[config.mk]
export PLATFORM = sky130hd
export DESIGN_NAME = ram_sqrt_scheduler
export DESIGN_NICKNAME = d
export VERILOG_FILES = /design/src/rtl/ram_sqrt_scheduler.sv
export SDC_FILE = /design/constraint.sdc
export NUM_CORES = 1
export LEC_CHECK = 0
export BUFFER_PORTS_ARGS = -buffer_cell sky130_fd_sc_hd__clkbuf_2
export CORE_MARGIN = 8
export CORE_UTILIZATION = 52
export CTS_BUF_LIST = sky130_fd_sc_hd__clkbuf_8
export CTS_CLUSTER_SIZE = 25
export DETAILED_ROUTE_END_ITERATION = 6
export PLACE_DENSITY = 0.86
export SYNTH_ARGS = -nofsm -noshare
export SYNTH_HDL_FRONTEND = slang
export SYNTH_SLANG_ARGS = --single-unit
[constraint.sdc]
create_clock -name clk_100Mhz -period 3.3 [get_ports clk_100Mhz]
set_input_delay 0.66 -clock clk_100Mhz [delete_from_list [all_inputs] [get_ports clk_100Mhz]]
set_output_delay 0.66 -clock clk_100Mhz [all_outputs]
set_load 0.005 [all_outputs]
[src/rtl/ram_sqrt_scheduler.sv]
// ram_sqrt_scheduler: arbitrates the block RAM between host reads/writes and an in-place CORDIC square-root batch engine.
// Optional SQRT_SKIP_ZERO_EN: zero operands bypass the CORDIC and write 0 directly.
module ram_sqrt_scheduler #(
    parameter int ADDR_W         = 12,
    parameter int DATA_W         = 16,
    parameter int RAM_LAT        = 1,
    parameter int CORDIC_TIMEOUT = 255
) (
    input  logic              clk_100Mhz,
    input  logic              reset,
    input  logic              i_host_req,
    input  logic              i_host_we,
    input  logic [ADDR_W-1:0] i_host_addr,
    input  logic [DATA_W-1:0] i_host_wdata,
    output logic              o_host_gnt,
    output logic              o_host_rvalid,
    output logic [DATA_W-1:0] o_host_rdata,
    input  logic              i_batch_start,
    input  logic [ADDR_W-1:0] i_batch_base,
    input  logic [ADDR_W:0]   i_batch_len,
    output logic              o_busy,
    output logic              o_done,
    output logic              o_error,
    output logic              o_ram_we,
    output logic [ADDR_W-1:0] o_ram_addr,
    output logic [DATA_W-1:0] o_ram_din,
    input  logic [DATA_W-1:0] i_ram_dout,
    output logic              o_cordic_tvalid,
    output logic [DATA_W-1:0] o_cordic_tdata,
    input  logic              i_cordic_dout_tvalid,
    input  logic [DATA_W-1:0] i_cordic_dout_tdata
);
    localparam int TO_W = $clog2(CORDIC_TIMEOUT + 1);
    localparam logic [1:0] LAT_LAST = 2'(RAM_LAT - 1);
    localparam logic [TO_W-1:0] TO_LAST = TO_W'(CORDIC_TIMEOUT - 1);

    typedef enum logic [3:0] {IDLE, HOST, HOST_RD, B_RD, B_RDW, B_ISSUE, B_WAIT, B_WR, B_NEXT} state_t;
    state_t r_state, w_next, w_resume;

    logic [ADDR_W-1:0] r_ptr;
    logic [ADDR_W:0]   r_rem;
    logic [DATA_W-1:0] r_op, r_res, r_rdata;
    logic [1:0]        r_lat;
    logic [TO_W-1:0]   r_to;
    logic              r_busy, r_error, r_hosted, r_zdone;
    logic              w_last, w_to, w_skip;

`ifdef SQRT_SKIP_ZERO_EN
    assign w_skip = i_ram_dout == '0;
`else
    assign w_skip = 1'b0;
`endif

    assign w_last   = r_lat == LAT_LAST;
    assign w_to     = r_state == B_WAIT && !i_cordic_dout_tvalid && r_to == TO_LAST;
    assign w_resume = r_busy ? B_NEXT : IDLE;

    assign o_busy         = r_busy;
    assign o_done         = r_zdone || (r_state == B_NEXT && r_rem == '0) || w_to;
    assign o_error        = r_error || w_to;
    assign o_cordic_tdata = r_op;
    assign o_host_rdata   = o_host_rvalid ? i_ram_dout : r_rdata;

    always_ff @(posedge clk_100Mhz or posedge reset) begin
        if (reset) r_state <= IDLE;
        else       r_state <= w_next;
    end

    always_comb begin
        w_next          = r_state;
        o_host_gnt      = 1'b0;
        o_host_rvalid   = 1'b0;
        o_ram_we        = 1'b0;
        o_ram_addr      = '0;
        o_ram_din       = '0;
        o_cordic_tvalid = 1'b0;
        case (r_state)
            IDLE:    w_next = i_host_req ? HOST : (i_batch_start && i_batch_len != '0) ? B_RD : IDLE;
            HOST: begin
                o_host_gnt = 1'b1;
                o_ram_addr = i_host_addr;
                o_ram_we   = i_host_we;
                o_ram_din  = i_host_wdata;
                w_next     = i_host_we ? w_resume : HOST_RD;
            end
            HOST_RD: begin
                o_host_rvalid = w_last;
                w_next        = w_last ? w_resume : HOST_RD;
            end
            B_RD: begin
                o_ram_addr = r_ptr;
                w_next     = B_RDW;
            end
            B_RDW: begin
                o_ram_addr = r_ptr;
                w_next     = !w_last ? B_RDW : w_skip ? B_WR : B_ISSUE;
            end
            B_ISSUE: begin
                o_cordic_tvalid = 1'b1;
                w_next          = B_WAIT;
            end
            B_WAIT:  w_next = i_cordic_dout_tvalid ? B_WR : w_to ? IDLE : B_WAIT;
            B_WR: begin
                o_ram_we   = 1'b1;
                o_ram_addr = r_ptr;
                o_ram_din  = r_res;
                w_next     = B_NEXT;
            end
            B_NEXT:  w_next = (r_rem == '0) ? IDLE : (i_host_req && !r_hosted) ? HOST : B_RD;
            default: w_next = IDLE;
        endcase
    end

    always_ff @(posedge clk_100Mhz or posedge reset) begin
        if (reset) begin
            r_ptr    <= '0;
            r_rem    <= '0;
            r_op     <= '0;
            r_res    <= '0;
            r_rdata  <= '0;
            r_lat    <= '0;
            r_to     <= '0;
            r_busy   <= 1'b0;
            r_error  <= 1'b0;
            r_hosted <= 1'b0;
            r_zdone  <= 1'b0;
        end else begin
            r_lat   <= (r_state == B_RDW || r_state == HOST_RD) ? r_lat + 2'd1 : 2'd0;
            r_to    <= (r_state == B_WAIT) ? r_to + 1'b1 : '0;
            r_zdone <= r_state == IDLE && i_batch_start && i_batch_len == '0;
            // A start that collides with a host request enters via B_NEXT, so pre-decrement the pointer
            if (r_state == IDLE && i_batch_start) begin
                r_error <= 1'b0;
                if (i_batch_len != '0) begin
                    r_busy   <= 1'b1;
                    r_rem    <= i_batch_len;
                    r_ptr    <= i_host_req ? i_batch_base - 1'b1 : i_batch_base;
                    r_hosted <= i_host_req;
                end
            end
            if (r_state == HOST_RD && w_last) r_rdata <= i_ram_dout;
            if (r_state == B_RDW && w_last) begin
                r_op  <= i_ram_dout;
                r_res <= '0;
            end
            if (r_state == B_WAIT && i_cordic_dout_tvalid) r_res <= i_cordic_dout_tdata;
            if (w_to) begin
                r_error <= 1'b1;
                r_busy  <= 1'b0;
            end
            if (r_state == B_WR) r_rem <= r_rem - 1'b1;
            if (r_state == B_NEXT) begin
                if (r_rem == '0) r_busy <= 1'b0;
                else if (i_host_req && !r_hosted) r_hosted <= 1'b1;
                else begin
                    r_ptr    <= r_ptr + 1'b1;
                    r_hosted <= 1'b0;
                end
            end
        end
    end
endmodule
==> impl_metrics.csv, run 1 <==
group,metric,value,unit
clocking,hold_buffers,0,
synthesis,syn-num-nets,578,
route,drt-total-wl,12.9,mm
cells_and_area,fin_nets,723,
setup_path,crit_type,"flip-flop to output pin",
clocking,cts_tree,"built",
synthesis,seq_area_frac_synth,48.1,%
placement,dpl.hpwl,9.81,mm
route,ant_nets,0,
synthesis,yosysWarnings,0,
cells_and_area,seqCellArea,0.00228,mm2
sta,max_freq,0.351,GHz
setup_path,crit_chain,"nor2_1 -> nand2_1 -> a21oi_1 -> a22o_1 -> clkbuf_2",
setup_path,cp.arrival,2.19,ns
power,vdd_drop_max,536,uV
sta,finalHoldViolCount,0,
global_route,overflow,0,
clocking,clk_latency,0.35,ns
hold_path,hold_start,"r_lat[0]$_DFF_PP0_",
sta,setup_viol,0,
power,power.density,824,mW/mm2
clocking,numClockSinks,91,
floorplanning,ioPinCount,158,
setup_path,slowest_stage,"a21oi_1",
sta,rsz0062_at_grt,"no",
synthesis,synth_top_area_share,48.1,%
synthesis,synth_most_common_cell,"dfrtp_1",
synthesis,syn_avg_cell_area,9.87,um2
floorplanning,die_width,111,um
power,switching_share,37.3,%
synthesis,async_flop_share,100,%
clocking,cts_buffers,9,
global_route,grt_pass1_wl,21.2,mm
clocking,clk_pin_slew,0.08,ns
power,p_int,3.00,mW
hold_path,hold_depth,1,
placement,io_buffers,157,
clocking,htreeDepth,3,
floorplanning,rows,35,
route,drc,4,
power,pwr-share-clk,18.4,%
global_route,first_global_vias,4539,
floorplanning,die_area,0.0124,mm2
sta,tightest_slew,0.950,ns
route,wl_per_cell,17.5,um
floorplanning,initial_core_util,52.5,%
clocking,cts-root-buf,"clkbuf_8",
power,p_leak,2.86,nW
sta,max_slew_margin,36.7,%
setup_path,crit_fanout,12,
route,viasPerCell,5.87,
floorplanning,core_area,0.00902,mm2
synthesis,syn-instance-count,480,
synthesis,netlist_top_cells_count,"dfrtp_1 (91), nand2_1 (81), a22o_1 (44)",
sta,clock_skew,0.0117,ns
setup_path,r2r-start,"r_state[3]$_DFF_PP0_",
run_status,outcome,"finished with violations",
synthesis,synth-edff-count,0,
power,power_frac_seq,40.6,%
setup_path,endpoint_kind,"output pin",
setup_path,reg2reg_slack,0.64,ns
sta,tns,0,ns
setup_path,r2r-end,"r_state[0]$_DFF_PP0_",
setup_path,worst-endpoint-required,2.64,ns
power,p_switching,1.78,mW
cells_and_area,area_growth,22.5,%
synthesis,ys_ff_latch,91,
clocking,post_cts_resized,0,
cells_and_area,multi_input_area,0.00226,mm2
setup_path,cpPeakStageDelay,0.72,ns
cells_and_area,utilization,64.3,%
cells_and_area,num_antenna_cells,0,
job,max_cap_violations,0,
route,dr.pass1.iters,7,
clocking,cts_setup_buffers,0,
power,combPwrFrac,41.0,%
run_status,failed_checks,"DRC",
sta,fin_crit_sh,86.4,%
hold_path,hp-class,"flip-flop to flip-flop",
placement,place_congestion,0.884,
sta,slew_violations,0,
sta,period_needed,2.85,ns
floorplanning,fp.dieH,111,um
synthesis,ys_top_cells_by_area,"dfrtp_1 (48%), a22o_1 (8.1%), nand2_1 (6.4%), mux2_2 (3.8%), nor2_1 (2.5%)",
clocking,clock_path_buffers,2,
setup_path,startpoint_type,"flip-flop",
hold_path,hold_end,"r_lat[0]$_DFF_PP0_",
setup_path,reg2reg_depth,5,
cells_and_area,final.fill_count,722,
synthesis,synth_largest_area_cell,"dfrtp_1",
global_route,grt_usage,20.1,%
global_route,grt_max_degree,53,
cells_and_area,drive_gt1_share,33.5,%
route,first_iter_violations,268,
route,vias,4346,
synthesis,syn_area,0.00474,mm2
synthesis,synth_flop_cell,"dfrtp_1",
global_route,antenna_found_initial,0,
power,total_power,4.78,mW
synthesis,synth_cell_types,64,
worst max-delay path, delay by kind of cell, from the launching register on:
kind / cells / cell delay [ns]
simple gates: 2 / 0.26
compound gates: 2 / 0.98
buf+inv: 1 / 0.12
flops: 1 / 0.49
worst max path at each step:
stage                         start  slack [ns]                   end
4_1_cts        r_state[0]$_DFF_PP0_        0.43        o_ram_addr[11]
6_report       r_state[0]$_DFF_PP0_        0.45        o_ram_addr[11]
2_1_floorplan                 reset        0.28      o_busy$_DFF_PP0_
5_1_grt        r_state[0]$_DFF_PP0_        0.27        o_ram_addr[11]
3_3_place_gp   r_state[3]$_DFF_PP0_        0.75  r_state[0]$_DFF_PP0_
3_5_place_dp   r_state[3]$_DFF_PP0_        0.70  r_state[0]$_DFF_PP0_
layout by cell type (no fill, tap or decap), types with 3 or more instances in the layout:
cell type	netlist	final
clkbuf_2	0	157
dfrtp_1	91	91
nand2_1	81	81
a22o_1	44	44
nor2_1	31	31
nand3_1	22	22
mux2_2	16	16
a21oi_1	16	16
inv_1	13	13
nor3_1	13	12
o21ai_0	11	11
clkbuf_8	0	9
xnor2_1	8	8
and2_1	7	7
xor2_1	7	7
ha_1	7	7
and3_1	6	6
mux2i_1	6	6
buf_4	2	5
nor2b_1	4	4
nor4_1	4	4
nand4_1	4	4
o22ai_1	4	4
o211ai_1	3	3
a211oi_1	3	3
or3_1	3	3
o221a_2	3	3
bufinv_16	0	3
final cells by class:
cell class,count,area share [%]
clock buffers,9,2.14
clock inverters,6,1.83
inverters,14,0.927
multi-input cells,346,38.9
flip-flops and latches,91,39.2
well taps,111,2.39
repair buffers,163,14.5
routing by layer:
layer  vias up  wire [um]  part of all wire (%)  track usage [%]
li1       2032          -                     -                -
met4         0        324                   2.5             7.82
met3        33       1250                   9.7             7.90
met2       203       6260                    49             33.2
met1      2078       5070                    39             22.9
met5         -          0                     0                0
power groups by stage:
stage	clock (mW)	sequential (mW)	combinational (mW)
floorplan	0	1.83	1.31
global placement	0	1.92	1.89
detailed placement	0	1.95	1.97
global route	0.938	1.99	2.19
CTS	0.893	1.93	1.98
finish	0.879	1.94	1.96
cells by family (layout without fill, tap and decap cells):
family	count (synthesis)	in the layout	share of synthesized area [%]
and+or+nand+nor	195	195	20.3
AOI/OAI and AO/OA	107	107	17.6
DFF	91	91	48.1
buffers and inverters	43	192	4.33
muxes	22	22	5.07
xor gates and xnor gates	15	15	2.77
adders and majority gates	7	7	1.85
flip-flops by register name, indices dropped and copies added, names as in the netlist:
signal and cells:
r_state 4, r_ptr 12, r_hosted 1, r_zdone 1, o_busy 1, r_error 1, r_rem 13, r_to 8
o_cordic_tdata 16, r_lat 2, r_rdata 16, r_res 16
through the flow:
step	cell area (um2)	setup WS [ns]	hold slack, ns	std cells
final	5800	0.447	0.428	740
after global routing	5800	0.271	0.471	740
after CTS	5800	0.435	0.432	740
after detailed placement	5570	0.702	0.422	725
after global placement	5570	0.749	0.412	725
after floorplan	4740	0.276	0.403	480
No activity file was read; power rests on OpenSTA's default activity.
==> run 2, diff against run 1 <==
--- a/config.mk
+++ b/config.mk
@@ -5,9 +5,10 @@
 export SDC_FILE = /design/constraint.sdc
 export NUM_CORES = 1
 export LEC_CHECK = 0
+export ABC_AREA = 1
 export BUFFER_PORTS_ARGS = -buffer_cell sky130_fd_sc_hd__clkbuf_2
 export CORE_MARGIN = 8
-export CORE_UTILIZATION = 52
+export CORE_UTILIZATION = 53
 export CTS_BUF_LIST = sky130_fd_sc_hd__clkbuf_8
 export CTS_CLUSTER_SIZE = 25
 export DETAILED_ROUTE_END_ITERATION = 6
==> impl_metrics.csv, run 2 <==
group,metric,value,unit
floorplanning,rows,36,
synthesis,seq_area_frac_synth,44.3,%
cells_and_area,final_cell_mix,"nand2_1 (181), clkbuf_2 (157), inv_1 (96), dfrtp_1 (91), nor2_1 (59)",
setup_path,worstSetupEndpoint,"o_ram_din[2]",
clocking,post_cts_resized,0,
power,power.density,783,mW/mm2
clocking,numClockSinks,91,
synthesis,synth-edff-count,0,
sta,max_freq,0.350,GHz
global_route,first_global_vias,4573,
job,max_cap_violations,0,
global_route,grt_pass1_wl,21.9,mm
setup_path,reg2reg_depth,6,
floorplanning,die_area,0.0131,mm2
clocking,clock_path_buffers,2,
setup_path,r2r-end,"r_rem[1]$_DFFE_PP0P_",
power,p_leak,3.31,nW
synthesis,netlist_top_cells_count,"nand2_1 (181), inv_1 (97), dfrtp_1 (91)",
setup_path,reg2reg_slack,1.25,ns
global_route,antenna_found_initial,0,
hold_path,hp-class,"input port to asynchronous set/reset pin",
cells_and_area,instances_no_fill,952,
synthesis,ys_ff_latch,91,
placement,place_congestion,0.923,
run_status,outcome,"completed",
setup_path,cpPeakStageDelay,0.63,ns
cells_and_area,drive_gt1_share,26.6,%
setup_path,crit_type,"flip-flop to output pin",
setup_path,crit_fanout,29,
synthesis,synth_most_common_cell,"nand2_1",
clocking,cts-root-buf,"clkbuf_8",
floorplanning,fp.dieH,115,um
synthesis,yosysWarnings,0,
cells_and_area,final.fill_count,848,
setup_path,worst-endpoint-required,2.64,ns
setup_path,startpoint_type,"flip-flop",
route,drc,0,
route,ant_nets,0,
sta,max_slew_margin,43.7,%
cells_and_area,area_growth,20.4,%
power,vdd_drop_max,367,uV
sta,tightest_slew,0.844,ns
setup_path,cp.arrival,2.20,ns
synthesis,syn_avg_cell_area,7.76,um2
floorplanning,initial_core_util,53.6,%
sta,period_needed,2.86,ns
cells_and_area,mostFrequentLayoutCell,"nand2_1",
cells_and_area,fin_nets,912,
setup_path,slowest_stage,"inv_1",
global_route,grt_max_degree,63,
floorplanning,ioPinCount,158,
route,first_iter_violations,410,
sta,slew_violations,0,
setup_path,crit_chain,"nor2_2 -> nand2_1 -> inv_1 -> nand2_1 -> o21ai_0 -> clkbuf_2",
sta,tns,0,ns
placement,dpl.hpwl,10.2,mm
synthesis,synth_top_area_share,44.3,%
floorplanning,die_width,115,um
synthesis,ys_top_cells_by_area,"dfrtp_1 (44%), nand2_1 (13%), inv_1 (7.1%), o21ai_0 (4.5%), nor2_1 (4.3%)",
route,vias,4821,
clocking,cts_tree,"built",
clocking,clk_latency,0.35,ns
sta,clock_skew,0.00883,ns
setup_path,r2r-start,"r_state[3]$_DFF_PP0_",
cells_and_area,num_antenna_cells,0,
global_route,grt_usage,20.6,%
clocking,cts_setup_buffers,0,
synthesis,synth_largest_area_cell,"dfrtp_1",
route,wl_per_cell,13.9,um
placement,post-place-ws,0.815,ns
clocking,clk_pin_slew,0.09,ns
sta,finalWorstSetupSlack,0.441,ns
synthesis,async_flop_share,100,%
clocking,cts_buffers,9,
clocking,htreeDepth,3,
route,viasPerCell,5.06,
synthesis,syn-instance-count,663,
placement,dp.cells,936,
synthesis,syn-num-nets,761,
global_route,overflow,0,
floorplanning,core_area,0.00959,mm2
power,total_power,4.85,mW
route,drt-total-wl,13.3,mm
route,dr.pass1.iters,5,
sta,whs,0.323,ns
setup_path,setup.worst_path.start,"r_state[3]$_DFF_PP0_",
setup_path,crit_top_cell,"nand2_1",
synthesis,synth_cell_types,45,
clocking,hold_buffers,0,
sta,setup_viol,0,
synthesis,syn_area,0.00514,mm2
synthesis,synth_flop_cell,"dfrtp_1",
placement,io_buffers,157,
sta,rsz0062_at_grt,"no",
sta,finalHoldViolCount,0,
sta,fin_crit_sh,86.6,%
setup_path,endpoint_kind,"output pin",
run 2: cell types whose count changed after synthesis, sizes merged, moves of 10 or more:
cell and delta:
a22o -44, clkbuf -10, o22ai +13, nand2 +107
o21ai +51, nor2 +34, inv +90
run 2: logic make-up after synthesis:
| family | share of synthesized area [%] |
|---|---|
| buf+inv | 10.1 |
| simple gates | 26.7 |
| flops | 44.3 |
| mux | 3.50 |
| fa+ha+maj | 1.70 |
| xor+xnor | 2.38 |
| compound gates | 11.3 |
run 2: stage by stage:
stage / utilization, % / area, um2
after global placement: 62.5 / 6000
final: 64.6 / 6190
after floorplan: - / 5140
after detailed placement: 62.5 / 6000
after CTS: 64.6 / 6190
after global routing: 64.6 / 6190
run 2: worst min-delay path by stage:
stage / startpoint / endpoint / slack, ns / cells past startpoint
floorplan: r_lat[0]$_DFF_PP0_ / r_lat[0]$_DFF_PP0_ / 0.40 / 1
global placement: r_lat[0]$_DFF_PP0_ / r_lat[0]$_DFF_PP0_ / 0.42 / 1
detailed placement: r_lat[0]$_DFF_PP0_ / r_lat[0]$_DFF_PP0_ / 0.42 / 1
CTS: reset / r_ptr[11]$_DFF_PP0_ / 0.33 / 2
global route: reset / r_state[0]$_DFF_PP0_ / 0.36 / 2
finish: reset / r_state[0]$_DFF_PP0_ / 0.32 / 2
run 2: layout make-up:
type / count / area (um2) / share of cell area [%]
clock inverters: 7 / 73.8 / 1.19
flip-flops and latches: 91 / 2280 / 36.8
repair buffers: 159 / 813 / 13.1
inverters: 103 / 393 / 6.34
clock buffers: 9 / 124 / 2.00
multi-input cells: 450 / 2350 / 37.9
well taps: 133 / 166 / 2.69
run 2: report_power, final:
group | internal, mW | leakage [nW] | switching [mW] | total [mW]
Clock | 0.356 | 0.100 | 0.404 | 0.760
Sequential | 1.58 | 1.14 | 0.286 | 1.87
Combinational | 0.907 | 2.07 | 1.31 | 2.22
Total | 2.84 | 3.31 | 2.01 | 4.85
run 2: worst max-delay path, delay by kind of cell (launching register included):
| family | cells | cell delay [ns] |
|---|---|---|
| AO/OA/AOI/OAI | 1 | 0.13 |
| AND/OR/NAND/NOR | 3 | 0.45 |
| flip-flops | 1 | 0.49 |
| buffers and inverters | 2 | 0.78 |
run 2: layer usage:
layer  track usage (%)  vias to the layer above  part of all wire [%]
met4              6.48                        0                   1.3
li1                  -                     2410                     -
met2              34.5                      159                    49
met5                 0                        -                     0
met3              3.01                       13                   5.8
met1              26.7                     2239                    44
==> run 3, diff against run 2 <==
--- a/config.mk
+++ b/config.mk
@@ -6,13 +6,13 @@
 export NUM_CORES = 1
 export LEC_CHECK = 0
 export ABC_AREA = 1
-export BUFFER_PORTS_ARGS = -buffer_cell sky130_fd_sc_hd__clkbuf_2
 export CORE_MARGIN = 8
-export CORE_UTILIZATION = 53
+export CORE_UTILIZATION = 55
 export CTS_BUF_LIST = sky130_fd_sc_hd__clkbuf_8
 export CTS_CLUSTER_SIZE = 25
 export DETAILED_ROUTE_END_ITERATION = 6
-export PLACE_DENSITY = 0.86
+export DONT_BUFFER_PORTS = 1
+export PLACE_DENSITY = 0.74
 export SYNTH_ARGS = -nofsm -noshare
 export SYNTH_HDL_FRONTEND = slang
 export SYNTH_SLANG_ARGS = --single-unit
==> impl_metrics.csv, run 3 (synthesis gave the netlist of run 2 again) <==
group,metric,value,unit
run_status,outcome,"completed",
sta,clock_skew,0.0105,ns
power,total_power,4.46,mW
setup_path,endpoint_kind,"output pin",
power,pwr-share-clk,17.1,%
setup_path,slowest_stage,"nor3_4",
route,drc,0,
sta,max_freq,0.357,GHz
clocking,htreeDepth,3,
power,p_int,2.59,mW
setup_path,reg2reg_slack,1.22,ns
floorplanning,initial_core_util,56.2,%
setup_path,r2r-start,"r_state[3]$_DFF_PP0_",
global_route,first_global_vias,4299,
global_route,antenna_found_initial,0,
sta,tns,0,ns
floorplanning,core_area,0.00915,mm2
floorplanning,rows,35,
sta,max_slew_margin,39.8,%
setup_path,crit_family,"simple AND/OR/NAND/NOR gates",
route,ant_nets,0,
floorplanning,die_width,113,um
setup_path,cpPeakStageDelay,0.56,ns
cells_and_area,utilization,58.8,%
clocking,cts_tree,"built",
global_route,grt_max_degree,55,
cells_and_area,drive_gt1_share,9.08,%
setup_path,r2r-end,"r_rem[1]$_DFFE_PP0P_",
route,drt-total-wl,12.4,mm
setup_path,crit_buf_inv,1,
clocking,hold_buffers,0,
clocking,clk_pin_slew,0.09,ns
cells_and_area,final.fill_count,821,
global_route,grt_usage,19.7,%
placement,post-place-ws,0.915,ns
cells_and_area,seqCellArea,0.00228,mm2
placement,io_buffers,0,
cells_and_area,instances_no_fill,772,
placement,place_congestion,0.929,
cells_and_area,final_area,0.00538,mm2
route,dr.pass1.iters,5,
power,power.density,828,mW/mm2
sta,finalWorstSetupSlack,0.500,ns
power,combPwrFrac,40.4,%
clocking,post_cts_resized,0,
cells_and_area,mostFrequentLayoutCell,"nand2_1",
clocking,clock_path_buffers,2,
power,switching_share,41.9,%
route,first_iter_violations,274,
job,max_cap_violations,0,
clocking,cts-root-buf,"clkbuf_8",
clocking,clk_latency,0.36,ns
sta,tightest_slew,0.902,ns
sta,slew_violations,0,
setup_path,reg2reg_depth,6,
power,p_switching,1.87,mW
sta,setup_viol,0,
setup_path,crit_fanout,31,
placement,dpl.hpwl,9.50,mm
cells_and_area,fin_nets,755,
sta,rsz0062_at_grt,"no",
setup_path,crit_chain,"nor3_4 -> inv_2 -> o21ai_0",
floorplanning,ioPinCount,158,
floorplanning,die_area,0.0127,mm2
route,wl_per_cell,16.1,um
floorplanning,fp.dieH,113,um
power,power_frac_seq,42.4,%
cells_and_area,multi_input_area,0.00235,mm2
global_route,overflow,0,
power,vdd_drop_max,351,uV
route,vias,4291,
placement,dp.cells,757,
setup_path,startpoint_type,"flip-flop",
sta,whs,0.351,ns
cells_and_area,final_cell_mix,"nand2_1 (181), inv_1 (96), dfrtp_1 (91), nor2_1 (59), o21ai_0 (46)",
setup_path,worst-endpoint-required,2.64,ns
sta,period_needed,2.80,ns
sta,finalHoldViolCount,0,
clocking,numClockSinks,91,
cells_and_area,num_antenna_cells,0,
clocking,cts_setup_buffers,0,
sta,fin_crit_sh,84.9,%
cells_and_area,area_growth,4.65,%
clocking,cts_buffers,9,
route,viasPerCell,5.56,
hold_path,hp-class,"input port to asynchronous set/reset pin",
placement,placed_area,0.00518,mm2
setup_path,crit_type,"flip-flop to output pin",
power,p_leak,2.64,nW
global_route,grt_pass1_wl,20.5,mm
setup_path,cp.arrival,2.14,ns
run 3: power by group through the flow:
stage | Combinational (mW) | Clock, mW | Sequential [mW]
final | 1.80 | 0.764 | 1.89
after global routing | 2.06 | 0.836 | 1.95
after CTS | 1.81 | 0.792 | 1.89
after detailed placement | 1.81 | 0 | 1.91
after global placement | 1.75 | 0 | 1.90
after floorplan | 1.51 | 0 | 1.83
run 3: area by class of cell:
cell class | instances | area share (%)
multi-input cells | 450 | 43.6
flip-flops and latches | 91 | 42.3
inverters | 103 | 7.30
well taps | 111 | 2.58
clock buffers | 10 | 2.56
clock inverters | 5 | 1.16
repair buffers | 2 | 0.511
run 3: layer usage:
layer | share of wire (%) | global-route usage, % | wire [um] | up-vias
met2 | 45 | 31.8 | 5610 | 186
met3 | 11 | 7.56 | 1320 | 23
li1 | - | - | - | 2101
met5 | 0 | 0 | 0 | -
met1 | 42 | 23.4 | 5250 | 1981
met4 | 1.8 | 7.28 | 219 | 0
run 3: worst max-delay path by stage:
stage | start | to | depth (start not counted)
after detailed placement | r_state[3]$_DFF_PP0_ | o_ram_din[8] | 3
final | r_state[3]$_DFF_PP0_ | o_ram_din[11] | 3
after global routing | r_state[3]$_DFF_PP0_ | o_ram_addr[6] | 5
after global placement | r_state[3]$_DFF_PP0_ | o_ram_din[11] | 3
after CTS | r_state[3]$_DFF_PP0_ | o_ram_din[8] | 3
after floorplan | reset | o_busy$_DFF_PP0_ | 1
run 3: worst register-to-register path: stages, from the launching register on:
cell	delay [ns]
dfrtp_1	0.50
nor3_4	0.56
inv_2	0.37
nand2_2	0.26
inv_1	0.12
nand2_1	0.07
o211ai_1	0.07
